<file path="src/rtl/batalla_pkg.sv">
// Shared board geometry, controller state encoding and cell addressing for the
// battleship ship-placement logic.
package batalla_pkg;

    localparam int FILAS     = 5;
    localparam int COLS      = 5;
    localparam int CELDAS    = FILAS * COLS;
    localparam int MAX_LARGO = (FILAS > COLS) ? FILAS : COLS;

    typedef enum logic [2:0] {
        IDLE,
        ESPERA,
        VALIDA,
        ESCRIBE,
        FIN
    } estado_t;

    // Cell covered by segment i of a ship anchored at origen (top/left end).
    function automatic logic [4:0] celda_idx(input logic [4:0] origen,
                                             input logic [2:0] i,
                                             input logic       vertical);
        logic [4:0] paso;
        paso = vertical ? 5'(COLS) : 5'd1;
        return origen + ({2'b00, i} * paso);
    endfunction

endpackage

</file>
<file path="src/rtl/colocador_barcos_validador.sv">
// Combinational placement check: ship must stay on the board without wrapping
// and must not touch any committed cell.
module validador_colocacion #(
    parameter int FILAS = 5,
    parameter int COLS  = 5
) (
    input  logic [4:0]             origen,
    input  logic                   vertical,
    input  logic [2:0]             largo,
    input  logic [FILAS*COLS-1:0]  ocupado,
    output logic                   valido
);
    import batalla_pkg::*;

    localparam int NCELDAS = FILAS * COLS;

    logic [3:0] fila;
    logic [3:0] col;
    logic [3:0] fin_fila;
    logic [3:0] fin_col;
    logic       fuera;
    logic       solapa;
    logic [4:0] celda;

    always_comb begin
        fila     = 4'(origen / 5'(COLS));
        col      = 4'(origen % 5'(COLS));
        fin_fila = fila + {1'b0, largo};
        fin_col  = col + {1'b0, largo};
        fuera    = (origen >= 5'(NCELDAS)) ||
                   (vertical ? (fin_fila > 4'(FILAS)) : (fin_col > 4'(COLS)));

        // Overlap is only meaningful once the ship is known to fit on the board.
        solapa = 1'b0;
        celda  = '0;
        for (int j = 0; j < MAX_LARGO; j++) begin
            celda = celda_idx(origen, 3'(j), vertical);
            if (!fuera && (3'(j) < largo) && ocupado[celda])
                solapa = 1'b1;
        end

        valido = !fuera && !solapa;
    end

endmodule

</file>
<file path="src/rtl/colocador_barcos.sv">
// Placement sequencer: takes ships 1..NUM_BARCOS in order, validates each
// origin/orientation and streams accepted ships one cell per cycle.
module colocador_barcos #(
    parameter int FILAS      = 5,
    parameter int COLS       = 5,
    parameter int NUM_BARCOS = 5
) (
    input  logic                   clk,
    input  logic                   rst,
    input  logic                   start,
    input  logic                   confirm,
    input  logic [4:0]             origen,
    input  logic                   vertical,
    output logic                   enable,
    output logic [2:0]             tipo,
    output logic [4:0]             casilla,
    output logic [FILAS*COLS-1:0]  ocupado,
    output logic [2:0]             barco_actual,
    output logic                   busy,
    output logic                   error,
    output logic                   listo
);
    import batalla_pkg::*;

    estado_t    estado;
    logic [2:0] k;
    logic [2:0] i;
    logic [4:0] origen_lat;
    logic       vertical_lat;
    logic       valido;
    logic [4:0] celda_sig;

    validador_colocacion #(
        .FILAS (FILAS),
        .COLS  (COLS)
    ) u_validador (
        .origen   (origen_lat),
        .vertical (vertical_lat),
        .largo    (k),
        .ocupado  (ocupado),
        .valido   (valido)
    );

    assign barco_actual = k;

    always_comb celda_sig = celda_idx(origen_lat, i, vertical_lat);

    // Latched choice is data only; it is rewritten on every accepted confirm.
    always_ff @(posedge clk) begin
        if (estado == ESPERA && confirm) begin
            origen_lat   <= origen;
            vertical_lat <= vertical;
        end
    end

    always_ff @(posedge clk) begin
        if (rst) begin
            estado  <= IDLE;
            k       <= '0;
            i       <= '0;
            enable  <= 1'b0;
            tipo    <= '0;
            casilla <= '0;
            ocupado <= '0;
            busy    <= 1'b0;
            error   <= 1'b0;
            listo   <= 1'b0;
        end else begin
            enable  <= 1'b0;
            tipo    <= '0;
            casilla <= '0;
            error   <= 1'b0;

            case (estado)
                IDLE, FIN: begin
                    if (start) begin
                        estado  <= ESPERA;
                        k       <= 3'd1;
                        ocupado <= '0;
                        listo   <= 1'b0;
                    end
                end
                ESPERA: begin
                    if (confirm) begin
                        estado <= VALIDA;
                        i      <= '0;
                        busy   <= 1'b1;
                    end
                end
                VALIDA: begin
                    if (valido) begin
                        estado             <= ESCRIBE;
                        enable             <= 1'b1;
                        tipo               <= k;
                        casilla            <= celda_sig;
                        ocupado[celda_sig] <= 1'b1;
                        i                  <= 3'd1;
                    end else begin
                        estado <= ESPERA;
                        error  <= 1'b1;
                        busy   <= 1'b0;
                    end
                end
                ESCRIBE: begin
                    // i counts cells already on the bus; the final one went out last edge.
                    if (i == k) begin
                        busy <= 1'b0;
                        if (k == 3'(NUM_BARCOS)) begin
                            estado <= FIN;
                            listo  <= 1'b1;
                        end else begin
                            estado <= ESPERA;
                            k      <= k + 3'd1;
                        end
                    end else begin
                        enable             <= 1'b1;
                        tipo               <= k;
                        casilla            <= celda_sig;
                        ocupado[celda_sig] <= 1'b1;
                        i                  <= i + 3'd1;
                    end
                end
                default: estado <= IDLE;
            endcase
        end
    end

endmodule

</file>
<file path="config.mk">
export PLATFORM = sky130hd
export DESIGN_NAME = colocador_barcos
export DESIGN_NICKNAME = d
export VERILOG_FILES = /design/src/rtl/batalla_pkg.sv /design/src/rtl/colocador_barcos_validador.sv /design/src/rtl/colocador_barcos.sv
export SDC_FILE = /design/constraint.sdc
export NUM_CORES = 1
export LEC_CHECK = 0
export BUFFER_PORTS_ARGS = -buffer_cell sky130_fd_sc_hd__buf_2
export CORE_MARGIN = 3
export CORE_UTILIZATION = 60
export CTS_CLUSTER_DIAMETER = 60
export DETAILED_ROUTE_END_ITERATION = 7
export HOLD_SLACK_MARGIN = 0.15
export PLACE_DENSITY = 0.81
export SYNTH_ARGS = -nofsm -noshare
export SYNTH_HDL_FRONTEND = slang
export SYNTH_SLANG_ARGS = --single-unit
</file>
<file path="constraint.sdc">
create_clock -name clk -period 8.9 [get_ports clk]
set_input_delay 1.78 -clock clk [delete_from_list [all_inputs] [get_ports clk]]
set_output_delay 1.78 -clock clk [all_outputs]
set_load 0.02 [all_outputs]
</file>
# After elaboration in Yosys (flattened, before gate mapping)
# Index checks and enable logic that the tools add are counted.
[totals]
register_bits = 52
in_bits = 10
output_inout_bits = 40
elab_cells = 138
[op_classes]
add_sub_neg = 9
n_mul = 2
n_div = 2
magnitude_cmp = 15
n_eq_ne = 14
n_mux = 54
n_bitwise = 2
n_reduce_logical = 28
[ops]
columns = ["operator", "n"]
rows = [
  ["two-way mux 25 bit", 3],
  ["case mux 25 bit (3 select lines)", 1],
  ["< comparator 5 x 6 -> 1 bit (second input constant)", 6],
  ["two-way mux 3 bit", 12],
  ["binary-select mux 1 bit (select 5 bit)", 5],
  ["OR 25 bit", 1],
  ["two-way mux 1 bit", 21],
  ["AND reduction 4 bit", 5],
  ["adder 5 bit", 3],
  ["!= test 2 bit (second input constant)", 7],
  ["logical AND 1 bit", 13],
  ["case mux 3 bit (2 select lines)", 2],
  ["case mux 3 bit (4 select lines)", 1],
  ["two-way mux 5 bit", 2],
  ["case mux 5 bit (2 select lines)", 1],
  ["case mux 3 bit (3 select lines)", 1],
  ["adder 4 x 3 -> 4 bit", 2],
  ["> comparator 4 x 3 -> 1 bit (second input constant)", 2],
  ["adder 3 x 1 -> 3 bit (second input constant)", 2],
  ["equality test 3 x 2 -> 1 bit (second input constant)", 2],
  ["equality test 3 bit (second input constant)", 2],
  ["< comparator 1 x 3 -> 1 bit (first input constant)", 2],
  ["< comparator 2 x 3 -> 1 bit (first input constant)", 2],
  ["nonzero test 3 bit", 2],
  ["other kinds (23)", 26],
]

# Depth between registers and ports, before layout
# Gate-level depths: netlist (run 1).
[logic_depth]
depth_word = 17
depth_mapped = 28
mapped_depth_nobuf = 23

# Modules after synthesis
# From an unflattened synthesis (run 1), not the netlist that was laid out.
[unflattened]
cells_unflattened = 404
area_unflattened_um2 = 4156.5
[by_module_without_submodules]
columns = ["module", "n_inst", "cells_per_inst", "area_each_um2", "seq_area_each_um2"]
rows = [
  ["colocador_barcos", 1, 189, 2207.1, 1101.1],
  ["validador_colocacion", 1, 215, 1949.4, 0.0],
]

# Worst setup path after synthesis (run 1)
# OpenSTA, ideal clock, no wires.
[synth_timing]
path_kind = "reg-to-reg"
from = "register origen_lat[1]"
to = "register ocupado[22]"
setup_time_ns = 0.088
t_arrival_ns = 6.130
required_time_ns = 8.812
slack_ns = 2.682
stages_incl_launch_ff = 29
n_path_buf = 5
synth_period_minus_slack_ns = 6.218
path_cell_list = "edfxtp_1 buf_2 inv_1 clkbuf_1 ha_1 a2111o_1 a21oi_1 or3_1 nor2_1 xnor2_1 ha_1 o21ai_0 o21ai_0 or2_2 clkbuf_1 ha_1 inv_1 fa_1 inv_1 a221o_1 a211o_1 a222oi_1 o2111ai_2 or4b_1 o21ai_0 nor2b_1 buf_6 buf_6 o31ai_1"
[synth_between]
elab_chain_len = 17
elab_cells_between_ends = 53
cone_classes = "add/sub (7); div (2); order compare (5); eq/ne (1); mux (21); bitwise (1); reduce/logical (16)"
[synth_lines]
columns = ["element", "line", "source"]
rows = [
  ["start: declaration", "colocador_barcos.sv:28", "logic [4:0] origen_lat;"],
  ["start signal: assignment", "colocador_barcos.sv:51", "origen_lat <= origen;"],
  ["remainder unit 5 x 3 -> 5 bit or divider 5 x 3 -> 5 bit (tied branches)", "colocador_barcos_validador.sv:27, colocador_barcos_validador.sv:26", ""],
  ["adder 4 x 3 -> 4 bit, on equally long branches", "colocador_barcos_validador.sv:29, colocador_barcos_validador.sv:28", ""],
  ["> comparator 4 x 3 -> 1 bit", "colocador_barcos_validador.sv:31", "(vertical ? (fin_fila > 4'(FILAS)) : (fin_col > 4'(COLS)));"],
  ["two-way mux 1 bit", "colocador_barcos_validador.sv:31", ""],
  ["logical OR 1 bit", "colocador_barcos_validador.sv:30", "fuera = (origen >= 5'(NCELDAS)) ||"],
  ["zero test 1 bit", "colocador_barcos_validador.sv:38, colocador_barcos_validador.sv:42", ""],
  ["logical AND 1 bit (2 in a row)", "colocador_barcos_validador.sv:38", "if (!fuera && (3'(j) < largo) && ocupado[celda])"],
  ["two-way mux 1 bit (5 in a row)", "colocador_barcos_validador.sv:38", ""],
  ["zero test 1 bit", "colocador_barcos_validador.sv:42", "valido = !fuera && !solapa;"],
  ["logical AND 1 bit", "colocador_barcos_validador.sv:42", ""],
  ["!= test 2 x 1 -> 1 bit (no line)", "n/a", ""],
  ["AND reduction 4 bit (no line)", "n/a", ""],
  ["end signal: assignment", "colocador_barcos.sv:64", "ocupado <= '0;"],
  ["end signal: assignment", "colocador_barcos.sv:79", "ocupado <= '0;"],
  ["end signal: indexed assignment", "colocador_barcos.sv:96", "ocupado[celda_sig] <= 1'b1;"],
  ["end: declaration", "colocador_barcos.sv:17", "output logic [FILAS*COLS-1:0] ocupado,"],
]
# Parallel ways exist; a longest one is shown, timed or not. The select of a mux whose other input is x is not followed.
# A chain may end at the register's enable or synchronous reset.

# Worst setup path in the final report (run 1)
[layout_timing]
from = "register origen_lat[0]"
to = "register ocupado[6]"
# Same word-level chain as after synthesis.

==> impl_metrics.py, run 1 <==
metrics = {
    "critical_path": {
        "cp_data_required_time_ns": 9.10,
        "arrival_ns": 7.20,
        "cp_num_buf_inv": 4,
        "worst_setup_path_start_kind": "register",
        "crit_family": "compound AO/OA/AOI/OAI gates",
        "criticalPathCategory": "register to register",
        "max_stage_delay_ns": 0.54,
        "worst-path-max-fanout": 36,
        "crit_chain": "buf_4, clkinv_1, ha_1, a2111o_1, a21oi_1, or3_1, nor2_1, xnor2_1, ha_1, o21ai_0, o21ai_0, or2_2, ha_1, inv_1, fa_1, inv_1, a221o_1, a211o_1, a222oi_1, o2111ai_2, or4b_1, o21ai_0, nor2b_2, o31ai_1",
        "cp_slowest_cell": "or4b_1",
        "end_kind": "register",
    },
    "logic_synthesis": {
        "synth_top_cell_by_area": "dfxtp_1",
        "synth_nets": 580,
        "ys_types": 73,
        "synth_edf_count": 6,
        "ys.flop_type": "dfxtp_1",
        "avgSynthCellArea_um2": 8.547,
        "synth_warnings": 0,
        "syn-cell-area_mm2": 0.004547,
        "ys_async_sr_fraction_pct": 0,
        "synth_top_area_share_pct": 20.25,
        "yosysSeqAreaShare_pct": 24.22,
        "synth_seq_cells": 52,
        "synth_area_leaders": "dfxtp_1 (20%), ha_1 (9.1%), mux4_2 (8.9%), nand2_1 (6.9%), edfxtp_1 (4.0%)",
        "synthCells": 532,
    },
    "layout": {
        "antenna_cells": 0,
        "nNetsFinal": 606,
        "syn2layout_area_growth_pct": 6.907,
        "drive_above_1_share_pct": 17.53,
        "fin_area_mm2": 0.004861,
    },
    "sta": {
        "setup_tns_ns": 0,
        "rsz0062_at_grt": "false",
        "setup_viol": 0,
        "maxSlewViolCount": 0,
        "whs_ns": 0.4940,
        "hold_viol_final": 0,
        "period_minus_slack_ns": 6.999,
        "setup_ws_ns": 1.901,
        "finalClockSkew_ns": 0.007637,
        "max_slew_margin_pct": 20.19,
        "fmax_mhz": 142.9,
        "layout_worst_path_cycle_share_pct": 78.65,
        "worstMarginPinSlew_ns": 1.192,
    },
    "placement": {
        "place_ws_ns": 2.013,
        "portBuffers": 49,
        "gp_congestion": 0.9224,
        "place_area_mm2": 0.004768,
        "hpwl_um": 9008,
    },
    "global_route": {
        "use_met1_pct": 39.80,
        "grt_antenna_before_repair": 0,
        "grt_busiest_layer": "met2",
        "first_global_vias": 4043,
        "grt_overflow": 0,
        "grtUsageTotal_pct": 28.88,
        "grt_max_degree": 37,
        "met2_usage_pct": 46.43,
        "grt_use_met3_pct": 4.344,
        "grt_pass1_wl_um": 20070,
    },
    "clock_tree": {
        "post_cts_buffers": 0,
        "cts_tree": "built",
        "clock_path_buffers": 2,
        "cts_root_buf": "clkbuf_8",
        "clk_pin_slew_ns": 0.09,
        "cts_sinks": 52,
        "cts_hold_buffers": 0,
        "htree_levels": 2,
        "cts_buffers": 5,
        "clk_latency_ns": 0.30,
        "cts_resized": 0,
    },
    "floorplanning": {
        "start_util_pct": 62.35,
        "die_x_um": 93.05,
        "die-area_mm2": 0.008658,
        "die_h_um": 93.05,
        "coreArea_mm2": 0.007292,
        "ios": 50,
        "core.rowCount": 31,
    },
    "pwr": {
        "power_frac_seq_pct": 44.5,
        "power_leakage_nw": 1.972,
        "p_int_w": 0.0003779,
        "comb_power_share_pct": 32.3,
        "swShare_pct": 35.59,
        "clock_power_share_pct": 23.2,
        "p_per_area_mw_per_mm2": 120.7,
        "irDropWorstVdd_mv": 0.1577,
        "p_switching_w": 0.0002088,
        "post-layout-total-power_w": 0.0005867,
    },
    "drt": {
        "viasPerCell": 6.470,
        "drt_wl_total_um": 12490,
        "first_pass_iters": 6,
        "route.antenna.remaining_nets": 0,
        "wl_per_cell_um": 18.98,
        "drc": 0,
        "num_vias": 4257,
        "drtIter0Drc": 298,
    },
    "worst_hold_path": {
        "hold_path_class": "register to register",
    },
    "run_status": {
        "outcome": "finished clean",
    },
    "job": {
        "drv_cap": 0,
    },
}
-- cell families (layout without fill, tap and decap cells) --
| kind of cell | after synthesis | after routing | synth area share (%) |
|---|---|---|---|
| and+or+nand+nor | 203 | 203 | 21.27 |
| AOI/OAI and AO/OA | 122 | 122 | 18.85 |
| buffers and inverters | 55 | 82 | 5.613 |
| DFF | 52 | 52 | 24.22 |
| adders and majority gates | 38 | 38 | 11.28 |
| muxes | 36 | 36 | 13.43 |
| xor gates and xnor gates | 26 | 26 | 5.338 |
-- power by group through the flow --
stage,clock [W],combinational [W],sequential [W]
3_5_place_dp,0,0.000186,0.000266
4_1_cts,0.000137,0.000187,0.000261
5_1_grt,0.000146,0.000208,0.000262
6_report,0.000136,0.000190,0.000261
3_3_place_gp,0,0.000181,0.000266
2_1_floorplan,0,0.000152,0.000264
-- per-stage QoR --
| step | utilization, % | instances |
|---|---|---|
| floorplan | - | 532 |
| global placement | 65.39 | 650 |
| CTS | 66.66 | 658 |
| finish | 66.66 | 658 |
| detailed placement | 65.39 | 650 |
| global route | 66.66 | 658 |
-- registers in the layout, indices dropped and copies added, names as in the netlist, 3 cells and up --
| register | flops |
|---|---|
| barco_actual | 3 |
| casilla | 5 |
| ocupado | 25 |
| i | 3 |
| tipo | 3 |
| estado | 3 |
| origen_lat | 5 |
-- synthesized netlist by cell type (13+ instances only) --
library cell,instances
nand2_1,83
dfxtp_1,46
ha_1,33
nor2_1,32
o21ai_0,27
nor3_1,21
a21oi_1,20
inv_1,20
mux4_2,18
nand3_1,18
clkbuf_1,17
xnor2_1,16
o31ai_1,13
-- tightest hold or removal path, cell delays in order, from the launching register on --
cell       delay [ns]
dfxtp_1          0.33
a2bb2oi_1        0.06
nor2_1           0.07
-- per-layer routing --
metal	up-vias	part of all wire (%)	wire (µm)
li1	2011	-	-
met1	2016	44	5454
met2	202	47	5846
met3	28	7.4	922
met4	0	2.1	268
met5	-	0	0
-- final timing paths --
kind,cells after the start,endpoint,startpoint,slack [ns]
setup / recovery,24,ocupado[6],origen_lat[0],1.90
hold / removal,2,listo,listo,0.49
setup reg to reg,24,ocupado[6],origen_lat[0],1.90
hold reg to reg,2,listo,listo,0.49
-- cells in the final DEF, fill, tap and decap left out, types with 16 or more instances in the layout --
master and instances:
nand2_1 83, dfxtp_1 46, nor3_1 21, nand3_1 18, o21ai_0 27, nor2_1 32, inv_1 20, buf_2 49
ha_1 33, xnor2_1 16, mux4_2 18, a21oi_1 19
-- cell type report --
class / count / area, µm²
fill: 642 / 2431
tap: 99 / 123.9
sequential: 52 / 1101
timing repair buffer: 51 / 260.3
inverter: 23 / 86.33
multi-input combinational: 425 / 3197
clock inverter: 2 / 10.01
clock buffer: 6 / 82.58
Note: power is estimated with default switching activity, not from simulation.
==> run 2, diff against run 1 <==
==> constraint.sdc (replaced) <==
create_clock -name clk -period 6.8 [get_ports clk]
set_input_delay 1.36 -clock clk [delete_from_list [all_inputs] [get_ports clk]]
set_output_delay 1.36 -clock clk [all_outputs]
set_load 0.02 [all_outputs]
==> impl_metrics.py, run 2 (synthesis gave the netlist of run 1 again) <==
metrics = {
    "global_route": {
        "grt_antenna_before_repair": 0,
        "grt_overflow": 0,
        "grtUsageTotal_pct": 30.22,
        "grt_max_degree": 36,
        "first_global_vias": 4261,
        "grt_pass1_wl_um": 21110,
    },
    "clock_tree": {
        "cts_buffers": 5,
        "clk_latency_ns": 0.32,
        "cts_hold_buffers": 0,
        "cts_tree": "built",
        "clk_pin_slew_ns": 0.11,
        "clock_path_buffers": 2,
        "cts_root_buf": "clkbuf_8",
        "cts_sinks": 52,
        "htree_levels": 2,
    },
    "pwr": {
        "comb_power_share_pct": 32.1,
        "power_leakage_nw": 2.017,
        "p_int_w": 0.0005132,
        "power_frac_seq_pct": 42.2,
        "irDropWorstVdd_mv": 0.1331,
        "p_switching_w": 0.0002866,
        "p_per_area_mw_per_mm2": 161.6,
        "swShare_pct": 35.84,
        "clock_power_share_pct": 25.7,
    },
    "sta": {
        "rsz0062_at_grt": "false",
        "whs_ns": 0.4951,
        "period_minus_slack_ns": 6.345,
        "finalClockSkew_ns": 0.01541,
        "fmax_mhz": 157.6,
        "maxSlewViolCount": 0,
        "hold_viol_final": 0,
        "layout_worst_path_cycle_share_pct": 93.31,
        "max_slew_margin_pct": 19.69,
        "setup_tns_ns": 0,
        "setup_viol": 0,
        "setup_ws_ns": 0.4546,
        "worstMarginPinSlew_ns": 1.202,
    },
    "drt": {
        "viasPerCell": 6.528,
        "num_vias": 4354,
        "drt_wl_total_um": 12750,
        "wl_per_cell_um": 19.11,
        "drtIter0Drc": 382,
        "first_pass_iters": 5,
        "drc": 0,
        "route.antenna.remaining_nets": 0,
    },
    "floorplanning": {
        "coreArea_mm2": 0.007292,
        "die_x_um": 93.05,
        "ios": 50,
        "die-area_mm2": 0.008658,
        "core.rowCount": 31,
        "start_util_pct": 62.35,
        "die_h_um": 93.05,
    },
    "layout": {
        "nNetsFinal": 615,
        "nFillCells": 645,
        "regMostFlops": "ocupado",
        "syn2layout_area_growth_pct": 8.861,
        "antenna_cells": 0,
        "utilization_pct": 67.88,
        "largest_register_ffs": 25,
        "reg_top3": "ocupado: 25 flops, casilla: 5 flops, origen_lat: 5 flops",
        "drive_above_1_share_pct": 19.01,
        "final_cell_mix": "nand2_1 (83), buf_2 (49), dfxtp_1 (46)",
        "final_common_cell": "nand2_1",
    },
    "worst_hold_path": {
        "hold_depth": 2,
        "hold_path_class": "register to register",
    },
    "placement": {
        "place_ws_ns": 0.5147,
        "portBuffers": 49,
        "gp_congestion": 0.9179,
        "hpwl_um": 9211,
    },
    "critical_path": {
        "end_kind": "register",
        "worst_setup_path_start_kind": "register",
        "r2r_cells": 22,
        "cp_slowest_cell": "edfxtp_1",
        "max_stage_delay_ns": 0.59,
        "worst-path-max-fanout": 34,
        "crit_chain": "ha_1, a2111o_1, a21oi_2, or3_1, nor2_1, xnor2_1, ha_1, o21ai_0, o21ai_0, or2_2, ha_1, inv_1, fa_1, inv_1, a221o_1, a211o_1, a222oi_1, o2111ai_2, or4b_1, o21ai_0, nor2b_2, o31ai_1",
        "arrival_ns": 6.55,
        "criticalPathCategory": "register to register",
        "cp_data_required_time_ns": 7.01,
    },
    "job": {
        "drv_cap": 0,
    },
    "run_status": {
        "outcome": "finished clean",
    },
}
-- run 2: layout make-up --
type / count / area, µm² / share of cell area [%]
inverters: 23 / 86.33 / 1.744
clock inverters: 2 / 16.27 / 0.3286
repair buffers: 60 / 327.8 / 6.623
multi-input cells: 425 / 3201 / 64.66
flip-flops and latches: 52 / 1101 / 22.24
well taps: 99 / 123.9 / 2.503
clock buffers: 6 / 93.84 / 1.896
-- run 2: per-layer routing --
metal	wire length, µm	track usage, %	vias up
li1	-	-	2032
met1	5398	40.76	2091
met2	6113	48.41	201
met3	917	4.827	30
met4	317	12.45	0
met5	0	0	-
-- run 2: power groups by stage --
stage	Sequential, W	Combinational [W]	Clock (W)
floorplan	0.000345	0.000199	0
global placement	0.000344	0.000244	0
detailed placement	0.000344	0.000250	0
CTS	0.000338	0.000252	0.000206
global route	0.000339	0.000283	0.000219
finish	0.000337	0.000257	0.000206
-- run 2: per-stage QoR --
| stage | total power [W] | cell area (µm²) | cells |
|---|---|---|---|
| after global routing | 0.0008414 | 4950 | 667 |
| after floorplan | 0.0005443 | 4547 | 532 |
| after global placement | 0.0005884 | 4813 | 656 |
| after detailed placement | 0.0005949 | 4813 | 656 |
| final | 0.0007998 | 4950 | 667 |
| after CTS | 0.0007948 | 4923 | 664 |
-- run 2: what timing repair did --
item | CTS | global route
buffers inserted | 0 | 3
gates resized for setup | 0 | 1
setup endpoints to repair | 0 | 21
hold endpoints to repair | 0 | 0
-- run 2: critical path, delay by kind of cell (launching register included) --
kind,cells,cell delay (ns)
flops,1,0.59
xor+xnor,1,0.27
compound gates,10,2.63
buf+inv,2,0.11
simple gates,5,1.27
fa+ha+maj,4,1.34
-- run 2: final timing paths --
check | startpoint | to | slack (ns)
worst min register to register | listo | listo | 0.50
worst min-delay path | listo | listo | 0.50
worst max register to register | origen_lat[2] | ocupado[11] | 0.45
worst max-delay path | origen_lat[2] | ocupado[11] | 0.45
==> run 3, diff against run 2 <==
--- a/config.mk
+++ b/config.mk
@@ -5,9 +5,10 @@
 export SDC_FILE = /design/constraint.sdc
 export NUM_CORES = 1
 export LEC_CHECK = 0
+export ABC_AREA = 1
 export BUFFER_PORTS_ARGS = -buffer_cell sky130_fd_sc_hd__buf_2
 export CORE_MARGIN = 3
-export CORE_UTILIZATION = 60
+export CORE_UTILIZATION = 59
 export CTS_CLUSTER_DIAMETER = 60
 export DETAILED_ROUTE_END_ITERATION = 7
 export HOLD_SLACK_MARGIN = 0.15
==> impl_metrics.py, run 3 <==
metrics = {
    "critical_path": {
        "max_stage_delay_ns": 0.82,
        "critPathCapture": "i[1]",
        "arrival_ns": 5.37,
        "cp_slowest_cell": "edfxtp_1",
        "reg2reg_setup_slack_ns": 1.67,
        "crit_start": "origen_lat[1]",
        "r2r_cells": 30,
        "end_kind": "register",
        "cpMostUsedCell": "nand2_1",
        "worst_setup_path_start_kind": "register",
        "worst-path-max-fanout": 31,
        "criticalPathCategory": "register to register",
        "r2r-end": "i[1]",
        "cp_data_required_time_ns": 7.04,
        "reg2reg_from": "origen_lat[1]",
    },
    "global_route": {
        "grt_antenna_before_repair": 0,
        "grt_overflow": 0,
        "first_global_vias": 3703,
        "grt_pass1_wl_um": 17430,
        "grtUsageTotal_pct": 25.33,
        "grt_max_degree": 59,
    },
    "floorplanning": {
        "die_x_um": 90.02,
        "start_util_pct": 63.07,
        "die-area_mm2": 0.008104,
        "core.rowCount": 29,
        "die_h_um": 90.02,
        "ios": 50,
        "coreArea_mm2": 0.006604,
    },
    "layout": {
        "syn2layout_area_growth_pct": 7.420,
        "reg_top3": "ocupado: 25 flops, casilla: 5 flops, origen_lat: 5 flops",
        "antenna_cells": 0,
        "fin_area_mm2": 0.004474,
        "regMostFlops": "ocupado",
        "nFillCells": 592,
        "multi_input_area_mm2": 0.002574,
        "final_common_cell": "nand2_1",
        "nNetsFinal": 677,
        "largest_register_ffs": 25,
        "drive_above_1_share_pct": 13.17,
        "regArea_mm2": 0.001101,
        "final_cell_mix": "nand2_1 (98), inv_1 (87), nor2_1 (57)",
    },
    "drt": {
        "route.antenna.remaining_nets": 0,
        "wl_per_cell_um": 14.71,
        "viasPerCell": 5.650,
        "num_vias": 4085,
        "first_pass_iters": 6,
        "drtIter0Drc": 342,
        "drt_wl_total_um": 10640,
        "drc": 0,
    },
    "run_status": {
        "outcome": "finished clean",
    },
    "clock_tree": {
        "post_cts_buffers": 0,
        "cts_buffers": 5,
        "cts_root_buf": "clkbuf_8",
        "clk_pin_slew_ns": 0.09,
        "clk_latency_ns": 0.30,
        "htree_levels": 2,
        "clock_path_buffers": 2,
        "cts_resized": 0,
        "cts_sinks": 52,
        "cts_tree": "built",
        "cts_hold_buffers": 0,
    },
    "sta": {
        "layout_worst_path_cycle_share_pct": 75.43,
        "maxSlewViolCount": 0,
        "finalClockSkew_ns": 0.01071,
        "setup_tns_ns": 0,
        "worstMarginPinSlew_ns": 1.259,
        "rsz0062_at_grt": "false",
        "hold_viol_final": 0,
        "period_minus_slack_ns": 5.129,
        "setup_viol": 0,
        "max_slew_margin_pct": 15.83,
        "fmax_mhz": 195.0,
    },
    "worst_hold_path": {
        "hold_path_class": "register to register",
        "hold_depth": 2,
    },
    "logic_synthesis": {
        "synth_top_cell_by_area": "dfxtp_1",
        "synth.most_common_cell": "nand2_1",
        "synth_nets": 642,
        "synth_seq_cells": 52,
        "synthCells": 594,
        "synth_top_area_share_pct": 22.11,
        "synth_warnings": 0,
        "avgSynthCellArea_um2": 7.012,
        "ys_types": 47,
        "syn-cell-area_mm2": 0.004165,
        "synth_edf_count": 6,
        "synth_common_cells": "nand2_1 (98), inv_1 (87), nor2_1 (57)",
        "ys_async_sr_fraction_pct": 0,
        "ys.flop_type": "dfxtp_1",
        "yosysSeqAreaShare_pct": 26.43,
        "synth_area_leaders": "dfxtp_1 (22%), ha_1 (9.9%), nand2_1 (8.8%), inv_1 (7.8%), o21ai_0 (6.6%)",
    },
    "job": {
        "drv_cap": 0,
    },
    "pwr": {
        "power_leakage_nw": 2.042,
        "p_per_area_mw_per_mm2": 241.4,
        "p_int_w": 0.0005970,
        "clock_power_share_pct": 16.9,
        "power_frac_seq_pct": 34.6,
        "p_switching_w": 0.0004829,
        "swShare_pct": 44.72,
        "irDropWorstVdd_mv": 0.1877,
        "comb_power_share_pct": 48.5,
    },
    "placement": {
        "portBuffers": 49,
        "hpwl_um": 8157,
        "gp_congestion": 0.8913,
        "place_area_mm2": 0.004382,
    },
}
## run 3: cell types whose count changed after synthesis, sizes merged, moves of 11 or more
cell / previous run / this run
o31ai: 13 / 2
o21ai: 29 / 57
nor3: 21 / 1
nand3: 18 / 32
nand4: 5 / 32
nand2: 83 / 107
a21oi: 20 / 52
nor2: 32 / 59
inv: 21 / 89
mux4: 19 / 0
## run 3: worst min-delay path by stage
| stage | end | startpoint | slack [ns] |
|---|---|---|---|
| 2_1_floorplan | estado[2] | estado[2] | 0.44 |
| 3_3_place_gp | listo | listo | 0.44 |
| 3_5_place_dp | listo | listo | 0.46 |
| 4_1_cts | listo | listo | 0.48 |
| 5_1_grt | listo | listo | 0.50 |
| 6_report | listo | listo | 0.47 |
## run 3: layout make-up
class                      count  area share [%]
sequential                    52           24.61
inverter                      90           7.550
multi-input combinational    430           57.52
clock inverter                 1          0.1398
timing repair buffer          50           5.649
tap                           93           2.601
clock buffer                   7           1.930
## run 3: per-stage QoR
| step | instances | hold slack [ns] | utilization [%] | power [W] | setup WS [ns] |
|---|---|---|---|---|---|
| 2_1_floorplan | 594 | 0.4435 | - | 0.0007879 | 2.628 |
| 3_3_place_gp | 715 | 0.4386 | 66.35 | 0.0008783 | 1.956 |
| 3_5_place_dp | 715 | 0.4560 | 66.35 | 0.0008977 | 1.760 |
| 4_1_cts | 723 | 0.4753 | 67.75 | 0.001077 | 1.715 |
| 5_1_grt | 723 | 0.4996 | 67.75 | 0.001161 | 1.112 |
| 6_report | 723 | 0.4745 | 67.75 | 0.001080 | 1.671 |
## run 3: routing by layer
layer,vias up,GRT usage (%),part of all wire (%)
met4,0,5.612,1.5
li1,2051,-,-
met5,-,0,0
met1,1878,33.94,45
met2,137,43.43,48
met3,19,3.422,5.8
## run 3: kinds of logic after synthesis
| group | synth area share (%) |
|---|---|
| xor gates and xnor gates | 4.416 |
| DFF | 26.43 |
| adders and majority gates | 12.32 |
| muxes | 0.4806 |
| AOI/OAI and AO/OA | 18.26 |
| and+or+nand+nor | 26.31 |
| buffers and inverters | 11.78 |
## run 3: power groups by stage
stage          registers, W  clock network [W]  logic [W]
3_3_place_gp       0.000379                  0   0.000499
2_1_floorplan      0.000382                  0   0.000406
6_report           0.000374           0.000182   0.000524
3_5_place_dp       0.000380                  0   0.000517
5_1_grt            0.000378           0.000192   0.000591
4_1_cts            0.000373           0.000184   0.000520
## run 3: worst max-delay path, delay by kind of cell (launching register included)
kind            cells  cell delay, ns
simple gates       20            2.44
fa+ha+maj           4            1.12
flops               1            0.82
buf+inv             2            0.38
compound gates      4            0.34
